==> config.mk <==
export PLATFORM = sky130hd
export DESIGN_NAME = decodificador_display
export DESIGN_NICKNAME = d
export VERILOG_FILES = /design/src/rtl/decodificador_display.sv
export SDC_FILE = /design/constraint.sdc
export NUM_CORES = 1
export LEC_CHECK = 0
export ABC_CLOCK_PERIOD_IN_PS = 800
export BUFFER_PORTS_ARGS = -buffer_cell sky130_fd_sc_hd__buf_2
export CORE_MARGIN = 2
export CORE_UTILIZATION = 33
export CTS_BUF_LIST = sky130_fd_sc_hd__clkbuf_16
export DETAILED_ROUTE_END_ITERATION = 8
export MAX_ROUTING_LAYER = met4
export PLACE_DENSITY = 0.68
export SLEW_MARGIN = 40
export SYNTH_ARGS = -nofsm -noshare
export SYNTH_HDL_FRONTEND = slang
export SYNTH_SLANG_ARGS = --single-unit
==> constraint.sdc <==
create_clock -name clk -period 0.8 [get_ports clk]
set_input_delay 0.08 -clock clk [delete_from_list [all_inputs] [get_ports clk]]
set_output_delay 0.08 -clock clk [all_outputs]
set_load 0.005 [all_outputs]
==> src/rtl/decodificador_display.sv <==
`default_nettype none
// ============================================================================
//  Module   : decodificador_display
//  Purpose  : Selectable hex-to-seven-segment decoder for an 8-digit display.
//             BTN picks one of four switch nibbles (SW0..SW3). That nibble is
//             decoded to an active-low hex glyph on SEG. The matching digit
//             anode (AN[BTN]) is driven low. Both outputs are registered.
//             There is no digit scanning: one digit is lit at a time.
//  Ports    : clk        system clock, rising edge
//             rst        asynchronous active-high reset (blanks outputs)
//             SW0..SW3   4-bit switch groups
//             BTN        2-bit group/digit select
//             AN[7:0]    digit anodes, active-low (AN[7:4] always 1)
//             SEG[6:0]   segments, active-low, SEG[0]=a .. SEG[6]=g
//  Config   : `DECOD_SYNC_EN defined   -> two-flop synchronizer on all
//                                         18 input bits, latency 3 cycles
//             `DECOD_SYNC_EN undefined -> inputs sampled directly,
//                                         latency 1 cycle
//  Revision : 1.0  initial release
// ============================================================================
module decodificador_display (
   input  logic       clk,
   input  logic       rst,
   input  logic [3:0] SW0,
   input  logic [3:0] SW1,
   input  logic [3:0] SW2,
   input  logic [3:0] SW3,
   input  logic [1:0] BTN,
   output logic [7:0] AN,
   output logic [6:0] SEG
);

   localparam logic [6:0] c_seg_blank = 7'h7F;
   localparam logic [7:0] c_an_off    = 8'hFF;

   // All inputs travel as one bundle, so BTN and the switches always stay
   // aligned. SEG and AN therefore always come from the same sample.
   logic [17:0] w_raw;
   logic [17:0] w_in;

   assign w_raw = {BTN, SW3, SW2, SW1, SW0};

`ifdef DECOD_SYNC_EN
   logic [17:0] r_sync1;
   logic [17:0] r_sync2;

   always_ff @(posedge clk or posedge rst) begin
      if (rst) begin
         r_sync1 <= '0;
         r_sync2 <= '0;
      end else begin
         r_sync1 <= w_raw;
         r_sync2 <= r_sync1;
      end
   end

   assign w_in = r_sync2;
`else
   assign w_in = w_raw;
`endif

   logic [1:0] w_btn;
   logic [3:0] w_nib;
   logic [6:0] w_seg;
   logic [7:0] w_an;

   assign w_btn = w_in[17:16];

   // Select stage
   always_comb begin
      w_nib = w_in[3:0];
      case (w_btn)
         2'b00:   w_nib = w_in[3:0];
         2'b01:   w_nib = w_in[7:4];
         2'b10:   w_nib = w_in[11:8];
         default: w_nib = w_in[15:12];
      endcase
   end

   // Decode stage, active-low glyphs listed as {g,f,e,d,c,b,a}
   always_comb begin
      w_seg = c_seg_blank;
      case (w_nib)
         4'h0:    w_seg = 7'h40;
         4'h1:    w_seg = 7'h79;
         4'h2:    w_seg = 7'h24;
         4'h3:    w_seg = 7'h30;
         4'h4:    w_seg = 7'h19;
         4'h5:    w_seg = 7'h12;
         4'h6:    w_seg = 7'h02;
         4'h7:    w_seg = 7'h78;
         4'h8:    w_seg = 7'h00;
         4'h9:    w_seg = 7'h10;
         4'hA:    w_seg = 7'h08;
         4'hB:    w_seg = 7'h03;
         4'hC:    w_seg = 7'h46;
         4'hD:    w_seg = 7'h21;
         4'hE:    w_seg = 7'h06;
         default: w_seg = 7'h0E;
      endcase
   end

   // Anode stage: only digits 0..3 are ever addressed
   always_comb begin
      w_an = c_an_off;
      case (w_btn)
         2'b00:   w_an = 8'hFE;
         2'b01:   w_an = 8'hFD;
         2'b10:   w_an = 8'hFB;
         default: w_an = 8'hF7;
      endcase
   end

   // Output register: keeps the pins glitch-free, with no comb path to them
   always_ff @(posedge clk or posedge rst) begin
      if (rst) begin
         SEG <= c_seg_blank;
         AN  <= c_an_off;
      end else begin
         SEG <= w_seg;
         AN  <= w_an;
      end
   end

endmodule
`default_nettype wire

Word-level counts from Yosys, hierarchy flattened --
Memory sizes are Yosys's and may differ from the RTL's. A register that Yosys moved wholly into a read port is not among the register bits. Index checks and enable logic that the tools add are counted.
Word-level totals: flip-flop bits (word level) 8, input port bits 20, memories 1, bits in read-only memories 112, logic and storage cells 7
Memory list:
- (name not given) | depth 16, width 7, read ports 1, clocked after memory_dff 1, write ports 0, line 83 | case (w_nib)
Cells by class: equality and inequality tests 2, reduce and logical (&&, ||, !) cells 1, mux-type cells 2
Operators with widths (number):
- $pmux W4 S3 | 2
- $eq A2 B1 Y1 const B | 1
- $eq A2 B2 Y1 const B | 1
- $logic_not A2 Y1 | 1

Longest topological paths before layout --
Gate-level depths: netlist of the first run.
depth after elaboration 2, depth in mapped cells 7, gate-level depth less buffers 6

Worst setup path before layout of the first run --
OpenSTA, ideal clock, no wires.
path type input -> register, start point input BTN[0], end point register SEG[3], cell stages on the path 6, setup time 0.095 ns, arrival 1.579 ns, setup slack -0.874 ns, cell sequence buf_6 > mux4_1 > inv_1 > ha_1 > inv_1 > mux4_1
On the way: word-level cells in the longest chain between the ends 2, elaborated cells on any way between the ends 4, classes of those cells eq/ne (2); mux (1); reduce/logical (1)
Ends and longest elaborated chain:
- from (decl) | line 28 | input logic [1:0] BTN,
- $eq A2 B2 Y1 (tied with other cells) | line 72 | case (w_btn)
- $pmux W4 S3 (*) | line 72
- to (decl) | line 30 | output logic [6:0] SEG
Mark *: on every way between the ends. The rest lies on a longest branch, timed or not.

Final worst setup path of the first run --
Ends and elaborated chain as after synthesis.

==> flow_metrics.tcl, run 1 <==
set metrics [dict create \
    status "complete, but fails checks" \
    violations "setup timing" \
    clk_pin_slew_ns 0.04 \
    drtAntennaViolNets 0 \
    cp.required_ns 0.95 \
    die_x_um 50.6 \
    wl_mm 1.71 \
    syn_area_um2 717 \
    crit_end "SEG[3]$_DFF_PP1_" \
    wl_met2_mm 1.00 \
    arrival_ns 1.43 \
    hold_path.class "primary input to async pin" \
    place.gp.congestion 0.709 \
    top_layer_used "met4" \
    synth_cell_types 22 \
    drtPass1Iterations 4 \
    cp-start-kind "primary input" \
    crit_path_start "BTN[0]" \
    period_share_pct 161 \
    area_growth_pct 65.1 \
    ys_ff_latch 11 \
    htreeDepth 1 \
    drc 0 \
    clk_path_buf_depth 2 \
    grt_pass1_vias 566 \
    gr-total-overflow 0 \
    portBuffers 30 \
    dp_hpwl_mm 1.13 \
    grt_use_total_pct 14.1 \
    rows 16 \
    synth_area_leaders "dfstp_2 (40%), ha_1 (10%), mux4_2 (9.4%)" \
    fmax_ghz 0.777 \
    max_stage_delay_ns 0.56 \
    synth.most_common_cell "dfstp_2" \
    route.met3.wl_um 94 \
    drt-initial-drc-count 11 \
    crit_slowest_cell "mux4_2" \
    avgRoutedWirePerCell_um 13.1 \
    grt_antenna_before_repair 0 \
    cp_max_fo 4 \
    synthArstFlopShare_pct 100 \
    path_class "primary input to register" \
    path_common_cell "mux4_2" \
    dp.cells 119 \
    yosys_warnings 0 \
    yosys.area.top_type "dfstp_2" \
    grt_max_degree 12 \
    final_cells 131 \
    die_area_um2 2560 \
    powerDensity_nw_per_um2 1910 \
    fin_hold_ws_ns 0.0868 \
    drive_gt1_share_pct 78.8 \
    cts_hold_repair.buffers 0 \
    synth-main-ff-cell "dfstp_2" \
    cap_violations 0 \
    yosys.area.top_type_share_pct 40.3 \
    synth_edf_count 0 \
    die_y_um 50.6 \
    yosys-top-cells-count "dfstp_2 (11), inv_1 (8), ha_1 (6), buf_4 (4), mux2i_1 (4)" \
    grt_pass1_wl_mm 2.47 \
    drt-met1-wl_um 558 \
    crit_path_end_kind "register" \
    final_max_slew_viol_count 0 \
    fin_nets 131 \
    rsz0062_at_grt "yes" \
    finalHoldViolCount 0 \
    p_leak_nw 0.566 \
    setup_ws_ns -0.486 \
    vdd_ir_drop_max_mv 1.19 \
    cts_buffers 3 \
    vias 616 \
    path_cells "buf_8 > mux4_2 > inv_4 > ha_4 > inv_2 > mux4_2" \
    io_pins 35 \
    via_per_inst 4.70 \
    setup_violations 18 \
    clock_tree.root_cell "clkbuf_16" \
    coreArea_um2 2000 \
    syn_area_per_cell_um2 12.6 \
    fin_crit_ns 1.29 \
    antenna_cells 0 \
    yosysSeqAreaShare_pct 40.3 \
    cts_tree "done" \
    netlist_instances 57 \
    start_util_pct 35.8 \
    clkSinkCount 11 \
]
## worst max-delay path: cells and delay by family
| kind | cells | cell delay (ns) |
|---|---|---|
| buffers and inverters | 3 | 0.22 |
| adder cells (fa/ha/maj) | 1 | 0.13 |
| multiplexers | 2 | 1.01 |
## worst min path at each step
stage | start | end | slack [ns] | cells past startpoint
after floorplan | rst | AN[0]$_DFF_PP1_ | 0.19 | 1
after global placement | rst | AN[1]$_DFF_PP1_ | 0.34 | 2
after detailed placement | rst | AN[1]$_DFF_PP1_ | 0.36 | 2
after CTS | rst | AN[0]$_DFF_PP1_ | 0.12 | 2
after global routing | BTN[0] | AN[3]$_DFF_PP1_ | 0.16 | 3
final | rst | AN[2]$_DFF_PP1_ | 0.09 | 2
## sequential cells by signal (all words and copies together), names as in the netlist
name / cells
AN: 4
SEG: 7
## layout make-up
class                           instances  area [µm²]
Fill cell                             160         818
Inverter                                8        32.5
Clock inverter                          1        3.75
Multi-Input combinational cell         35         438
Tap cell                               27        33.8
Clock buffer                            3        75.1
Sequential cell                        11         289
Timing Repair Buffer                   46         312
## layout by cell type, fill, tap and decap left out, drive strengths merged
cell type  count
mux4           6
buf           46
nand2          1
o21ai          1
or2            2
nand3          1
xor2           1
o221ai         1
nand3b         1
dfstp         11
inv            9
a32o           1
mux2i          4
conb           4
nand2b         2
ha             6
or2b           1
o22ai          3
clkbuf         3
## cell families (layout without fill, tap and decap cells)
kind of cell               count (synthesis)  count (layout)  share of synthesized area [%]
xor gates and xnor gates                   1               1                           1.22
adders and majority gates                  6               6                           10.5
other                                      1               4                          0.523
and+or+nand+nor                            8               8                           7.16
buffers and inverters                     15              58                           12.0
DFF                                       11              11                           40.3
AOI/OAI and AO/OA                          6               6                           5.93
muxes                                      9              10                           22.3
## metrics by stage
| stage | area (µm²) | worst slack, ns | setup TNS [ns] | power [mW] | util [%] |
|---|---|---|---|---|---|
| 6_report | 1180 | -0.486 | -4.15 | 2.27 | 59.1 |
| 5_1_grt | 1180 | -0.509 | -4.62 | 2.38 | 59.1 |
| 4_1_cts | 1140 | -0.487 | -4.08 | 2.21 | 56.9 |
| 3_5_place_dp | 918 | -0.794 | -5.08 | 1.19 | 45.9 |
| 3_3_place_gp | 918 | -0.751 | -4.89 | 1.18 | 45.9 |
| 2_1_floorplan | 727 | -0.726 | -3.83 | 1.01 | - |
## layer usage
| layer | vias to the layer above | global-route usage (%) |
|---|---|---|
| met4 | 0 | 12.2 |
| met3 | 8 | 2.98 |
| met2 | 28 | 25.7 |
| li1 | 286 | - |
| met5 | - | - |
| met1 | 294 | 12.0 |
## power by group
| group | leakage [nW] | switching (mW) | internal, mW |
|---|---|---|---|
| registers | 0.115 | 0.0157 | 0.680 |
| clock network | 0.0423 | 0.225 | 0.654 |
| logic | 0.408 | 0.299 | 0.392 |
## what timing repair did
| action | CTS | global route |
|---|---|---|
| pin swaps | 4 | 0 |
| resized for setup | 18 | 6 |
| buffers inserted | 5 | 2 |
| gates cloned | 1 | 0 |
| endpoints found under the hold margin | 0 | 0 |
| endpoints found under the setup margin | 18 | 18 |
No activity file was read; power rests on OpenSTA's default activity.
==> inputs of run 2 (changes only) <==
ABC_AREA = 1   (was not set)
PLACE_DENSITY = 0.65   (was 0.68)
==> run 2 against run 1 <==
  * The flow still finishes with violations (setup timing)
  * Design area grew 24%
  * Wire length grew 22%
  * Die area grew 17%
  * Critical path depth grew 3
  * Core utilization grew 0.71 points
  * Worst hold slack lost 0.0044 ns
  * Largest power group unchanged
  * Synthesized cell count grew 79%
  * Power grew 4.0%
  * Non-clock buffer count is the same
  * Combinational power grew 14%
==> flow_metrics.tcl, run 2 <==
set metrics [dict create \
    status "complete, but fails checks" \
    violations "setup timing" \
    ys_ff_latch 11 \
    max_stage_delay_ns 0.28 \
    gr-total-overflow 0 \
    drc 0 \
    synth_cell_types 20 \
    vias 834 \
    dp_slack_ns -0.531 \
    clock_tree.root_cell "clkbuf_16" \
    p_leak_nw 0.710 \
    start_util_pct 34.7 \
    synth.most_common_cell "nand2_1" \
    yosys_warnings 0 \
    grt_pass1_wl_mm 3.11 \
    crit_path_end_kind "register" \
    grt_use_total_pct 14.9 \
    die_area_um2 3000 \
    yosysSeqAreaShare_pct 34.0 \
    path_common_cell "buf_6" \
    grt_max_degree 12 \
    syn_area_um2 851 \
    antenna_cells 0 \
    path_class "primary input to register" \
    synthArstFlopShare_pct 100 \
    largest_register_ffs 7 \
    arrival_ns 1.15 \
    cts_buffers 3 \
    crit_slowest_cell "ha_4" \
    synth-main-ff-cell "dfstp_2" \
    fin_crit_ns 0.989 \
    final_cells 180 \
    grt_pass1_vias 778 \
    io_pins 35 \
    dp.cells 170 \
    rsz0062_at_grt "yes" \
    vdd_ir_drop_max_mv 1.25 \
    finalHoldViolCount 0 \
    drtPass1Iterations 3 \
    wl_mm 2.09 \
    synth_edf_count 0 \
    mostFrequentLayoutCell "buf_2" \
    clk_pin_slew_ns 0.04 \
    cp.required_ns 0.97 \
    syn_area_per_cell_um2 8.34 \
    multi_input_area_um2 658 \
    grt_antenna_before_repair 0 \
    cp-start-kind "primary input" \
    area_growth_pct 72.6 \
    cp_max_fo 5 \
    fmax_ghz 1.01 \
    htreeDepth 1 \
    place.gp.congestion 0.925 \
    netlist_instances 102 \
    yosys.area.top_type "dfstp_2" \
    die_x_um 54.8 \
    via_per_inst 4.63 \
    cts_tree "done" \
    drt-initial-drc-count 7 \
    synth_area_leaders "dfstp_2 (34%), nand2_1 (13%), ha_1 (8.8%)" \
    period_share_pct 124 \
    top_regs "SEG x7, AN x4" \
    path_cells "buf_12 > buf_6 > inv_6 > nand3_4 > nand4_1 > ha_4 > buf_6 > nand3_1 > nand2_1" \
    final_max_slew_viol_count 0 \
    fin_hold_ws_ns 0.0824 \
    drive_gt1_share_pct 71.3 \
    coreArea_um2 2450 \
    rows 18 \
    dp_hpwl_mm 1.49 \
    critPathBufInv 4 \
    cp_num_cells 9 \
    drtAntennaViolNets 0 \
    cp_top_family "simple AND/OR/NAND/NOR gates" \
    fillers 189 \
    clkSinkCount 11 \
    setup_violations 18 \
    final_cell_mix "buf_2 (23), nand2_1 (22), buf_4 (12)" \
    yosys-top-cells-count "nand2_1 (30), nand3_1 (15), dfstp_2 (11), inv_1 (8)" \
    portBuffers 30 \
    hold_path.class "primary input to async pin" \
    cap_violations 0 \
    top_register "SEG" \
    fin_nets 177 \
    regArea_um2 289 \
    yosys.area.top_type_share_pct 34.0 \
    clk_path_buf_depth 2 \
    die_y_um 54.8 \
    setup_ws_ns -0.189 \
    avgRoutedWirePerCell_um 11.6 \
    powerDensity_nw_per_um2 1600 \
]
==> run 2: metal layers <==
| metal | wire [µm] | global-route usage [%] | share of wire, % | vias up |
|---|---|---|---|---|
| met1 | 739 | 14.4 | 35 | 390 |
| met3 | 71 | 2.19 | 3.4 | 9 |
| met4 | 72 | 9.58 | 3.4 | 0 |
| li1 | - | - | - | 414 |
| met5 | 0 | - | 0 | - |
| met2 | 1210 | 27.4 | 58 | 21 |
==> run 2: what timing repair did <==
item                       CTS  global route
setup buffers                3             2
hold buffers                 0             0
gates cloned                 0             1
pin swaps                   16            12
setup endpoints to repair   18            18
gates resized for setup     21            22
==> run 2: worst max path at each step <==
| stage | start | endpoint | slack [ns] |
|---|---|---|---|
| final | BTN[0] | SEG[5]$_DFF_PP1_ | -0.19 |
| after global routing | BTN[0] | SEG[0]$_DFF_PP1_ | -0.25 |
| after CTS | BTN[0] | SEG[2]$_DFF_PP1_ | -0.16 |
| after detailed placement | BTN[1] | SEG[2]$_DFF_PP1_ | -0.53 |
| after global placement | BTN[1] | SEG[2]$_DFF_PP1_ | -0.46 |
| after floorplan | BTN[0] | SEG[0]$_DFF_PP1_ | -0.23 |
==> run 2: metrics by stage <==
step	cell area (µm²)	util, %	setup TNS, ns	power [mW]
after floorplan	961	-	-1.55	1.10
after global placement	1160	47.3	-3.13	1.28
after detailed placement	1160	47.3	-3.39	1.29
after CTS	1350	55.1	-2.38	2.25
after global routing	1470	59.8	-3.10	2.50
final	1470	59.8	-2.40	2.36
==> run 2: area by class of cell <==
cell class | count | area share, %
Tap cell | 30 | 2.56
Multi-Input combinational cell | 78 | 44.8
Inverter | 11 | 4.00
Clock inverter | 1 | 0.256
Sequential cell | 11 | 19.7
Clock buffer | 3 | 5.11
Timing Repair Buffer | 46 | 23.6
==> run 2: kinds of logic (layout without fill, tap and decap cells) <==
kind of cell | count (synthesis) | after routing | share of synthesized area [%]
buffers and inverters | 17 | 61 | 11.6
flip-flops | 11 | 11 | 34.0
AO/OA/AOI/OAI | 4 | 4 | 2.35
other | 1 | 4 | 0.441
AND/OR/NAND/NOR | 63 | 64 | 42.8
adder cells (fa/ha/maj) | 6 | 6 | 8.82
==> run 2: power breakdown <==
| part | leakage (nW) | internal, mW | total [mW] | switching [mW] |
|---|---|---|---|---|
| logic | 0.552 | 0.373 | 0.785 | 0.413 |
| clock network | 0.0423 | 0.654 | 0.879 | 0.225 |
| registers | 0.115 | 0.675 | 0.693 | 0.0180 |
| total | 0.710 | 1.70 | 2.36 | 0.656 |
